===== src/rtl/arith_rs_rr.sv =====
// Reservation station for the arithmetic pipes. Entries are inserted from the issue arbiter and snoop the CDB for
// missing operands. Ready entries dispatch round-robin to an external EU, and results return to the CDB in lowest-index order.
module arith_rs_rr #(
  parameter  int RS_DEPTH       = 8,
  parameter  int EU_CTL_LEN     = 4,
  parameter  int EXCEPT_LEN     = 2,
  parameter  int XLEN           = 64,
  parameter  int ROB_IDX_LEN    = 6,
  parameter  int ROB_EXCEPT_LEN = 5,
  localparam int IDX_W          = $clog2(RS_DEPTH),
  localparam int OCC_W          = IDX_W + 1
) (
  input  logic                      clk_i,
  input  logic                      rst_n_i,
  input  logic                      flush_i,
  input  logic                      arbiter_valid_i,
  output logic                      arbiter_ready_o,
  input  logic [EU_CTL_LEN-1:0]     eu_ctl_i,
  input  logic                      rs1_ready_i,
  input  logic [ROB_IDX_LEN-1:0]    rs1_idx_i,
  input  logic [XLEN-1:0]           rs1_value_i,
  input  logic                      rs2_ready_i,
  input  logic [ROB_IDX_LEN-1:0]    rs2_idx_i,
  input  logic [XLEN-1:0]           rs2_value_i,
  input  logic [ROB_IDX_LEN-1:0]    dest_idx_i,
  output logic                      eu_valid_o,
  input  logic                      eu_ready_i,
  output logic [EU_CTL_LEN-1:0]     eu_ctl_o,
  output logic [XLEN-1:0]           eu_rs1_o,
  output logic [XLEN-1:0]           eu_rs2_o,
  output logic [IDX_W-1:0]          eu_entry_idx_o,
  input  logic                      eu_valid_i,
  output logic                      eu_ready_o,
  input  logic [IDX_W-1:0]          eu_entry_idx_i,
  input  logic [XLEN-1:0]           eu_result_i,
  input  logic                      eu_except_raised_i,
  input  logic [EXCEPT_LEN-1:0]     eu_except_code_i,
  input  logic                      cdb_valid_i,
  input  logic [ROB_IDX_LEN-1:0]    cdb_idx_i,
  input  logic [XLEN-1:0]           cdb_data_i,
  input  logic                      cdb_except_raised_i,
  output logic                      cdb_valid_o,
  input  logic                      cdb_ready_i,
  output logic [ROB_IDX_LEN-1:0]    cdb_idx_o,
  output logic [XLEN-1:0]           cdb_data_o,
  output logic                      cdb_except_raised_o,
  output logic [ROB_EXCEPT_LEN-1:0] cdb_except_o,
  output logic [OCC_W-1:0]          occupancy_o
);

  typedef enum logic [2:0] {S_EMPTY, S_WAIT_OPS, S_READY, S_ISSUED, S_DONE} state_e;

  typedef struct packed {
    logic [EU_CTL_LEN-1:0]  ctl;
    logic                   rs1_ready;
    logic [ROB_IDX_LEN-1:0] rs1_idx;
    logic [XLEN-1:0]        rs1_value;
    logic                   rs2_ready;
    logic [ROB_IDX_LEN-1:0] rs2_idx;
    logic [XLEN-1:0]        rs2_value;
    logic [ROB_IDX_LEN-1:0] dest_idx;
    logic [XLEN-1:0]        result;
    logic                   except_raised;
    logic [EXCEPT_LEN-1:0]  except_code;
  } entry_t;

  state_e           state_q [RS_DEPTH];
  state_e           state_d [RS_DEPTH];
  entry_t           entry_q [RS_DEPTH];
  entry_t           entry_d [RS_DEPTH];
  logic [IDX_W-1:0] rr_q, rr_d;
  logic [OCC_W-1:0] occupancy_q, occupancy_d;

  logic             free_found, done_found, ready_found;
  logic [IDX_W-1:0] free_idx, wb_idx, pick_idx;
  logic             snoop_ok, ins_rs1_ready, ins_rs2_ready;
  logic [XLEN-1:0]  ins_rs1_value, ins_rs2_value;

  // An operand being inserted can also catch a broadcast of its producer in the same cycle.
  assign snoop_ok      = cdb_valid_i && !cdb_except_raised_i;
  assign ins_rs1_ready = rs1_ready_i || (snoop_ok && (cdb_idx_i == rs1_idx_i));
  assign ins_rs2_ready = rs2_ready_i || (snoop_ok && (cdb_idx_i == rs2_idx_i));
  assign ins_rs1_value = rs1_ready_i ? rs1_value_i : cdb_data_i;
  assign ins_rs2_value = rs2_ready_i ? rs2_value_i : cdb_data_i;

  always_comb begin : scan
    logic [IDX_W-1:0] cand;
    // NOTE: every comb output gets a default before the loop; a missing default path infers a latch.
    free_found  = 1'b0;
    free_idx    = '0;
    done_found  = 1'b0;
    wb_idx      = '0;
    ready_found = 1'b0;
    pick_idx    = rr_q;
    cand        = '0;
    for (int i = 0; i < RS_DEPTH; i++) begin
      if (!free_found && state_q[i] == S_EMPTY) begin
        free_found = 1'b1;
        free_idx   = IDX_W'(i);
      end
      if (!done_found && state_q[i] == S_DONE) begin
        done_found = 1'b1;
        wb_idx     = IDX_W'(i);
      end
      cand = rr_q + IDX_W'(i);
      if (!ready_found && state_q[cand] == S_READY) begin
        ready_found = 1'b1;
        pick_idx    = cand;
      end
    end
  end

  assign arbiter_ready_o     = free_found;
  assign eu_ready_o          = 1'b1;
  assign eu_valid_o          = ready_found && !flush_i;
  assign eu_ctl_o            = entry_q[pick_idx].ctl;
  assign eu_rs1_o            = entry_q[pick_idx].rs1_value;
  assign eu_rs2_o            = entry_q[pick_idx].rs2_value;
  assign eu_entry_idx_o      = pick_idx;
  assign cdb_valid_o         = done_found && !flush_i;
  assign cdb_idx_o           = entry_q[wb_idx].dest_idx;
  assign cdb_data_o          = entry_q[wb_idx].result;
  assign cdb_except_raised_o = entry_q[wb_idx].except_raised;
  assign cdb_except_o        = ROB_EXCEPT_LEN'(entry_q[wb_idx].except_code);
  assign occupancy_o         = occupancy_q;

  always_comb begin : next_state
    state_d = state_q;
    entry_d = entry_q;
    rr_d    = rr_q;

    for (int i = 0; i < RS_DEPTH; i++) begin
      if (state_q[i] == S_WAIT_OPS) begin
        if (!entry_q[i].rs1_ready && snoop_ok && (cdb_idx_i == entry_q[i].rs1_idx)) begin
          entry_d[i].rs1_ready = 1'b1;
          entry_d[i].rs1_value = cdb_data_i;
        end
        if (!entry_q[i].rs2_ready && snoop_ok && (cdb_idx_i == entry_q[i].rs2_idx)) begin
          entry_d[i].rs2_ready = 1'b1;
          entry_d[i].rs2_value = cdb_data_i;
        end
        if (entry_d[i].rs1_ready && entry_d[i].rs2_ready) state_d[i] = S_READY;
      end
    end

    if (eu_valid_o && eu_ready_i) begin
      state_d[pick_idx] = S_ISSUED;
      rr_d              = pick_idx + IDX_W'(1);
    end

    // Results for entries that are not in flight (stale or post-flush) are dropped.
    if (eu_valid_i && !flush_i && state_q[eu_entry_idx_i] == S_ISSUED) begin
      state_d[eu_entry_idx_i]               = S_DONE;
      entry_d[eu_entry_idx_i].result        = eu_result_i;
      entry_d[eu_entry_idx_i].except_raised = eu_except_raised_i;
      entry_d[eu_entry_idx_i].except_code   = eu_except_code_i;
    end

    if (cdb_valid_o && cdb_ready_i) state_d[wb_idx] = S_EMPTY;

    if (arbiter_valid_i && free_found) begin
      entry_d[free_idx].ctl           = eu_ctl_i;
      entry_d[free_idx].rs1_ready     = ins_rs1_ready;
      entry_d[free_idx].rs1_idx       = rs1_idx_i;
      entry_d[free_idx].rs1_value     = ins_rs1_value;
      entry_d[free_idx].rs2_ready     = ins_rs2_ready;
      entry_d[free_idx].rs2_idx       = rs2_idx_i;
      entry_d[free_idx].rs2_value     = ins_rs2_value;
      entry_d[free_idx].dest_idx      = dest_idx_i;
      entry_d[free_idx].result        = '0;
      entry_d[free_idx].except_raised = 1'b0;
      entry_d[free_idx].except_code   = '0;
      state_d[free_idx] = (ins_rs1_ready && ins_rs2_ready) ? S_READY : S_WAIT_OPS;
    end

    if (flush_i) begin
      for (int i = 0; i < RS_DEPTH; i++) state_d[i] = S_EMPTY;
    end

    occupancy_d = '0;
    for (int i = 0; i < RS_DEPTH; i++) begin
      if (state_d[i] != S_EMPTY) occupancy_d = occupancy_d + OCC_W'(1);
    end
  end

  // NOTE: state is updated only with non-blocking assignments here; blocking ones would race other flops.
  always_ff @(posedge clk_i or negedge rst_n_i) begin
    if (!rst_n_i) begin
      rr_q        <= '0;
      occupancy_q <= '0;
      // NOTE: the payload array is reset too, so idle eu_*/cdb_* outputs read zero out of reset.
      for (int i = 0; i < RS_DEPTH; i++) begin
        state_q[i] <= S_EMPTY;
        entry_q[i] <= '0;
      end
    end else begin
      rr_q        <= rr_d;
      occupancy_q <= occupancy_d;
      for (int i = 0; i < RS_DEPTH; i++) begin
        state_q[i] <= state_d[i];
        entry_q[i] <= entry_d[i];
      end
    end
  end

endmodule


===== config.mk =====
export PLATFORM = sky130hd
export DESIGN_NAME = arith_rs_rr
export DESIGN_NICKNAME = d
export VERILOG_FILES = /design/src/rtl/arith_rs_rr.sv
export SDC_FILE = /design/constraint.sdc
export NUM_CORES = 2
export LEC_CHECK = 0
export CAP_MARGIN = 20
export CORE_MARGIN = 2
export CORE_UTILIZATION = 41
export CTS_CLUSTER_SIZE = 14
export DETAILED_ROUTE_END_ITERATION = 8
export PLACE_DENSITY_LB_ADDON = 0.1
export SLEW_MARGIN = 20
export SYNTH_ARGS = -nofsm -noshare
export SYNTH_HDL_FRONTEND = slang
export SYNTH_SLANG_ARGS = --single-unit

===== constraint.sdc =====
create_clock -name clk_i -period 7.2 [get_ports clk_i]
set_input_delay 1.44 -clock clk_i [delete_from_list [all_inputs] [get_ports clk_i]]
set_output_delay 1.44 -clock clk_i [all_outputs]
set_load 0.01 [all_outputs]

Word-level counts from Yosys, hierarchy flattened
Cells that the tools add are included.
Storage, ports and cells
  register bits after elaboration: 1783
  input port bits: 301
  output and inout bits: 219
  logic and storage cells: 560
Operators by class
  $add $sub $neg: 15
  magnitude comparators: 16
  equal/unequal tests: 43
  multiplexer cells: 235
  bitwise logic cells: 20
  reductions and logical operators: 133
Operators with widths (count)
  1752-bit bitwise mux: 14
  219-bit demux with 3-bit select: 14
  1752-bit two-way mux: 2
  64-bit two-way mux: 26
  219-bit binary-select mux with 3-bit select: 2
  219-bit two-way mux: 3
  65-bit two-way mux: 8
  73-bit two-way mux: 3
  215-bit two-way mux: 1
  214-bit two-way mux: 1
  208-bit two-way mux: 1
  3-bit two-way mux: 59
  144-bit two-way mux: 1
  143-bit two-way mux: 1
  137-bit two-way mux: 1
  67-bit two-way mux: 2
  24-bit two-way mux: 5
  6-bit == test: 18
  3-bit binary-select mux with 3-bit select: 9
  1-bit logical AND: 76
  1-bit two-way mux: 67
  4-bit >= comparator (second input constant): 12
  3-bit inverter with 4-bit output: 12
  1-bit logical NOT: 39
  23 further kinds: 85

Logic depth before layout (Yosys ltp)
  depth in word-level cells: 58
  mapped depth: 26
  gate-level depth less buffers: 23

Worst setup path after synthesis
Ideal clock, no wire load.
  path kind: input to register
  start: input port eu_entry_idx_i[1]
  end: register occupancy_q[1], in the netlist occupancy_o[1]
  setup time: 0.125 ns
  arrival time: 6.179 ns
  setup slack: 0.897 ns
  stages: 22
  buffers on the path: 2
  cells stage by stage: buf_2 -> or2_1 -> o22a_1 -> a2111oi_0 -> and3_1 -> clkbuf_1 -> a2bb2oi_1 -> o211a_2 -> ha_1 -> xnor2_1 -> inv_1 -> ha_1 -> nor2_1 -> or2_2 -> xor2_1 -> a21oi_1 -> ha_1 -> inv_1 -> mux2i_1 -> mux2_2 -> ha_1 -> mux2_2
On the way
  longest elaborated chain between the ends: 29
  elaborated cells on any way between the ends: 43
Ends and longest elaborated chain
  start: declaration: RTL line 34  | input logic [IDX_W-1:0] eu_entry_idx_i,
  3-bit inverter with 4-bit output (not written as such) *: RTL line 152, 153
  4-bit >= comparator (not written as such) / 4-bit by 1-bit less-than comparator with 1-bit output (equally long branches): RTL line 153  | state_d[eu_entry_idx_i] = S_DONE;
  1-bit logical AND (not written as such): RTL line 153
  3-bit two-way mux (not written as such): RTL line 153
  3-bit demux with 3-bit select: RTL line 153
  16-bit inverter (no line)
  16-bit AND (no line)
  24-bit two-way mux *: RTL line 152  | if (eu_valid_i && !flush_i && state_q[eu_entry_idx_i] == S_ISSUED) begin
  [... 14 more ...]
  4-bit two-way mux: RTL line 182  | if (state_d[i] != S_EMPTY) occupancy_d = occupancy_d + OCC_W'(1);
  4-bit by 1-bit adder with 4-bit output: RTL line 182
  4-bit two-way mux: RTL line 182
  4-bit by 1-bit adder with 4-bit output: RTL line 182
  4-bit two-way mux: RTL line 182
  4-bit by 1-bit adder with 4-bit output: RTL line 182
  4-bit two-way mux *: RTL line 182
  named net occupancy_d[1]: RTL line 72  | logic [OCC_W-1:0] occupancy_q, occupancy_d;
  end signal: assignment: RTL line 198  | occupancy_q <= occupancy_d;
  end: declaration: RTL line 72
The timed path passes the listed nets; every way through them passes the cells marked *. The select of a mux whose other input is x is not followed.
A chain may end at the register's enable or synchronous reset.

Final worst setup path
  start: register state_q[16] in the netlist's numbering
  end: output port eu_rs2_o[10]
On the way
  longest elaborated chain between the ends: 30
  elaborated cells on any way between the ends: 64
Ends and longest elaborated chain
  start: declaration: RTL line 67  | state_e state_q [RS_DEPTH];
  start signal: indexed assignment: RTL line 200  | state_q[i] <= state_d[i];
  3-bit binary-select mux with 3-bit select: RTL line 106  | if (!ready_found && state_q[cand] == S_READY) begin
  3-bit two-way mux (not written as such) (2 in series): RTL line 106
  3-bit by 2-bit == test with 1-bit output: RTL line 106
  1-bit two-way mux: RTL line 106
  1-bit logical NOT: RTL line 106
  1-bit logical AND: RTL line 106
  1-bit two-way mux: RTL line 106
  1-bit logical NOT: RTL line 106
  [... 12 more ...]
  1-bit logical AND: RTL line 106
  1-bit two-way mux: RTL line 106
  1-bit logical NOT: RTL line 106
  1-bit logical AND: RTL line 106
  3-bit two-way mux *: RTL line 106
  3-bit inverter with 4-bit output (not written as such) *: RTL line 118  | assign eu_rs2_o = entry_q[pick_idx].rs2_value;
  219-bit binary-select mux with 3-bit select *: RTL line 118
  219-bit two-way mux (not written as such) * (2 in series): RTL line 118
  end: declaration: RTL line 30  | output logic [XLEN-1:0] eu_rs2_o,
Mark *: on every way between the ends. The rest lies on a longest branch, timed or not. The select of a mux whose other input is x is not followed.

==> flow_summary.toml <==
[worst_hold_path]
min_to = "entry_q[1382]"
worstHoldPathType = "reg2reg"
hold_depth = 2
min_from = "entry_q[1382]"

[floorplan]
fp.dieArea_um2 = 238600
die_y_um = 488.5
die_w_um = 488.5
row_count = 177
core_area_um2 = 233000
start_util_pct = 41.30
ios = 520

[cts]
cts.sinks = 1783
clk_pin_slew_ns = 0.06
cts_hold_buf = 0
cts_root_buf = "clkbuf_16"
cts_max_level = 4
clk_latency_ns = 0.87
cts_tree = "yes"
cts_buffers = 204
cts_buffer_depth = 3

[global_routing]
antenna_found_initial = 42
grt_pass1_wl_mm = 554.1
grt_use_total_pct = 30.56
grt_max_degree = 199
overflow = 0
grt_pass1_vias = 83180

[routing]
wl_mm = 372.1
wl_per_cell_um = 24.82
met1_length_mm = 155.3
drt_pass1_iterations = 6
ant_nets = 0
drc_errors = 0
wl_met2_mm = 172.7
dr_total_vias = 85500
highest_layer = "met5"
dr_wl_met3_mm = 26.68
vias_per_cell = 5.704
drt_iter0_drc = 7696

[synth]
synth_cells = 11740
synthDistinctLibCells = 99
synthArstFlopShare_pct = 100.0
ys_ff_latch = 1783
synthMuxAreaShare_pct = 13.58
synthFlopType = "dfrtp_1"
yosys.area_share.simple_pct = 22.14
synth_top_family_by_area = "simple AND/OR/NAND/NOR gates"
synth_adder_area_share_pct = 0.1170
synth_compound_area_share_pct = 11.76
syn_area_um2 = 96230
synth_warnings = 0
synth_xor_area_share_pct = 1.208
synth_edf_count = 0
yosysSeqAreaShare_pct = 46.37
syn_avg_cell_area_um2 = 8.197

[setup_path]
required_ns = 5.76
r2r_slack_ns = 1.66
r2r_start = "state_q[11]"
path_class = "reg2out"
r2r_end = "entry_q[1491]"
end_kind = "output pin"
cp-start-kind = "register"
rr_worst_depth = 9
worst_ep_arrival_time_ns = 5.73
crit_fanout = 32

[finish]
finalNetCount = 11980
layout_common_cells = "4,183 x nand2_1, 1,781 x dfrtp_1, 1,182 x o21ai_0, 1,036 x mux2i_1, 864 x a21oi_1"
utilization_pct = 47.99
final_cells = 14990
synthToLayoutAreaGrowth_pct = 16.19
layout_commonest_cell = "nand2_1"
drive_gt1_share_pct = 8.307

[sta]
tightest_slew_ns = 1.216
final.min_clock_period_ns = 7.175
fmax_mhz = 139.4
rsz0062_at_grt = "true"
skew_ns = 0.04386
setup_viol_count_final = 0
hold_violations = 0
fin_tns_setup_ns = 0
fin_crit_sh_pct = 99.65
drv_slew = 0
slew_headroom_pct = 18.70
finalWorstSetupSlack_ns = 0.02520

[power]
power.leakage_nw = 45.96
powerDensity_nw_per_um2 = 515.5
p_total_mw = 57.64
peakVddDrop_uv = 883.7

[run_status]
status = "completed"

[placed_design]
port_buffers = 515
gp_congestion = 0.8717
place_ws_ns = 0.3725
dp.cells = 14590
dp_hpwl_mm = 212.8

[flow_run]
drv_cap = 0
kinds of logic after synthesis:
kind of cell / after synthesis
other: 2
AND/OR/NAND/NOR: 5220
adder cells (fa/ha/maj): 9
XOR/XNOR: 128
buffers and inverters: 1155
multiplexers: 1269
flip-flops: 1783
AO/OA/AOI/OAI: 2174
registers in the layout, summed over array words and instances, names as in the netlist:
signal	flops
entry_q	1752
state_q	24
occupancy_o	4
rr_q	3
routing by layer:
metal  up-vias  global-route usage, %
li1      39040                      -
met1     42370                  40.56
met2      3340                  49.41
met3       697                  4.982
met4        50                  12.91
met5         -                      0
what timing repair did:
item	4_1_cts	5_1_grt
cloned	0	1
gates resized for setup	8	31
pin swaps	0	2
endpoints found under the setup margin	47	125
buffers inserted	0	3
power by group:
part | switching (mW) | internal [mW] | leakage [nW]
Clock | 4.49 | 6.51 | 3.45
Combinational | 21.6 | 12.6 | 18.4
Sequential | 0.898 | 11.6 | 24.2
per-stage QoR:
| step | cell area [um2] | hold WS (ns) |
|---|---|---|
| floorplan | 96240 | 0.4455 |
| global placement | 104400 | 0.4577 |
| detailed placement | 104500 | 0.4625 |
| CTS | 111600 | 0.4777 |
| global route | 111800 | 0.4946 |
| finish | 111800 | 0.4754 |
area by class of cell:
class / instances / area (um2)
inverters: 27 / 140.1
well taps: 3132 / 3919
clock inverters: 59 / 885.9
fillers: 22250 / 121200
diodes: 12 / 30.03
multi-input cells: 8804 / 47360
repair buffers: 850 / 8691
flip-flops and latches: 1783 / 44620
clock buffers: 322 / 6163
worst max-delay path, cell delays in order, from the launching register on:
cell and delay, ns:
dfrtp_1 0.49, nor3b_1 0.20, buf_4 0.17, mux4_2 0.54
o211a_1 0.28, a2111oi_1 0.44, a311oi_1 0.13, o31ai_2 0.34
a211oi_4 0.15, bufinv_16 0.38, nand2_1 0.10, nand3_1 0.08
nand2_1 0.06, o21ai_0 0.80, clkdlybuf4s50_1 0.71
worst max path at each step:
stage	start	endpoint	slack (ns)	depth (start not counted)
2_1_floorplan	eu_entry_idx_i[1]	occupancy_o[1]	0.90	22
4_1_cts	rr_q[0]	eu_rs2_o[56]	0.01	18
5_1_grt	state_q[16]	eu_rs2_o[40]	-0.01	16
3_3_place_gp	cdb_idx_i[0]	occupancy_o[1]	0.30	21
3_5_place_dp	eu_entry_idx_i[2]	occupancy_o[1]	0.37	21
6_report	state_q[16]	eu_rs2_o[10]	0.03	14
cells in the mapped netlist, drive strengths merged, types with 9 or more instances:
| library cell | instances | share of area, % |
|---|---|---|
| ha | 9 | 0.12 |
| or3 | 15 | 0.098 |
| dfrtp | 1783 | 46 |
| mux2 | 226 | 2.6 |
| and3 | 12 | 0.078 |
| nand3 | 685 | 3.6 |
| a21oi | 866 | 4.5 |
| nor3 | 42 | 0.24 |
| nor3b | 23 | 0.18 |
| or2 | 10 | 0.065 |
| nor2b | 12 | 0.078 |
| mux2i | 1036 | 11 |
| clkbuf | 857 | 3.3 |
| o21ai | 1194 | 6.2 |
| nor2 | 81 | 0.33 |
| inv | 26 | 0.10 |
| xnor2 | 72 | 0.67 |
| nand2b | 13 | 0.085 |
| nand4 | 20 | 0.13 |
| nor4 | 14 | 0.091 |
| o22ai | 9 | 0.065 |
| buf | 271 | 1.4 |
| nand2 | 4185 | 16 |
| xor2 | 56 | 0.53 |
| or4 | 78 | 0.61 |
No activity file was read; power rests on OpenSTA's default activity.
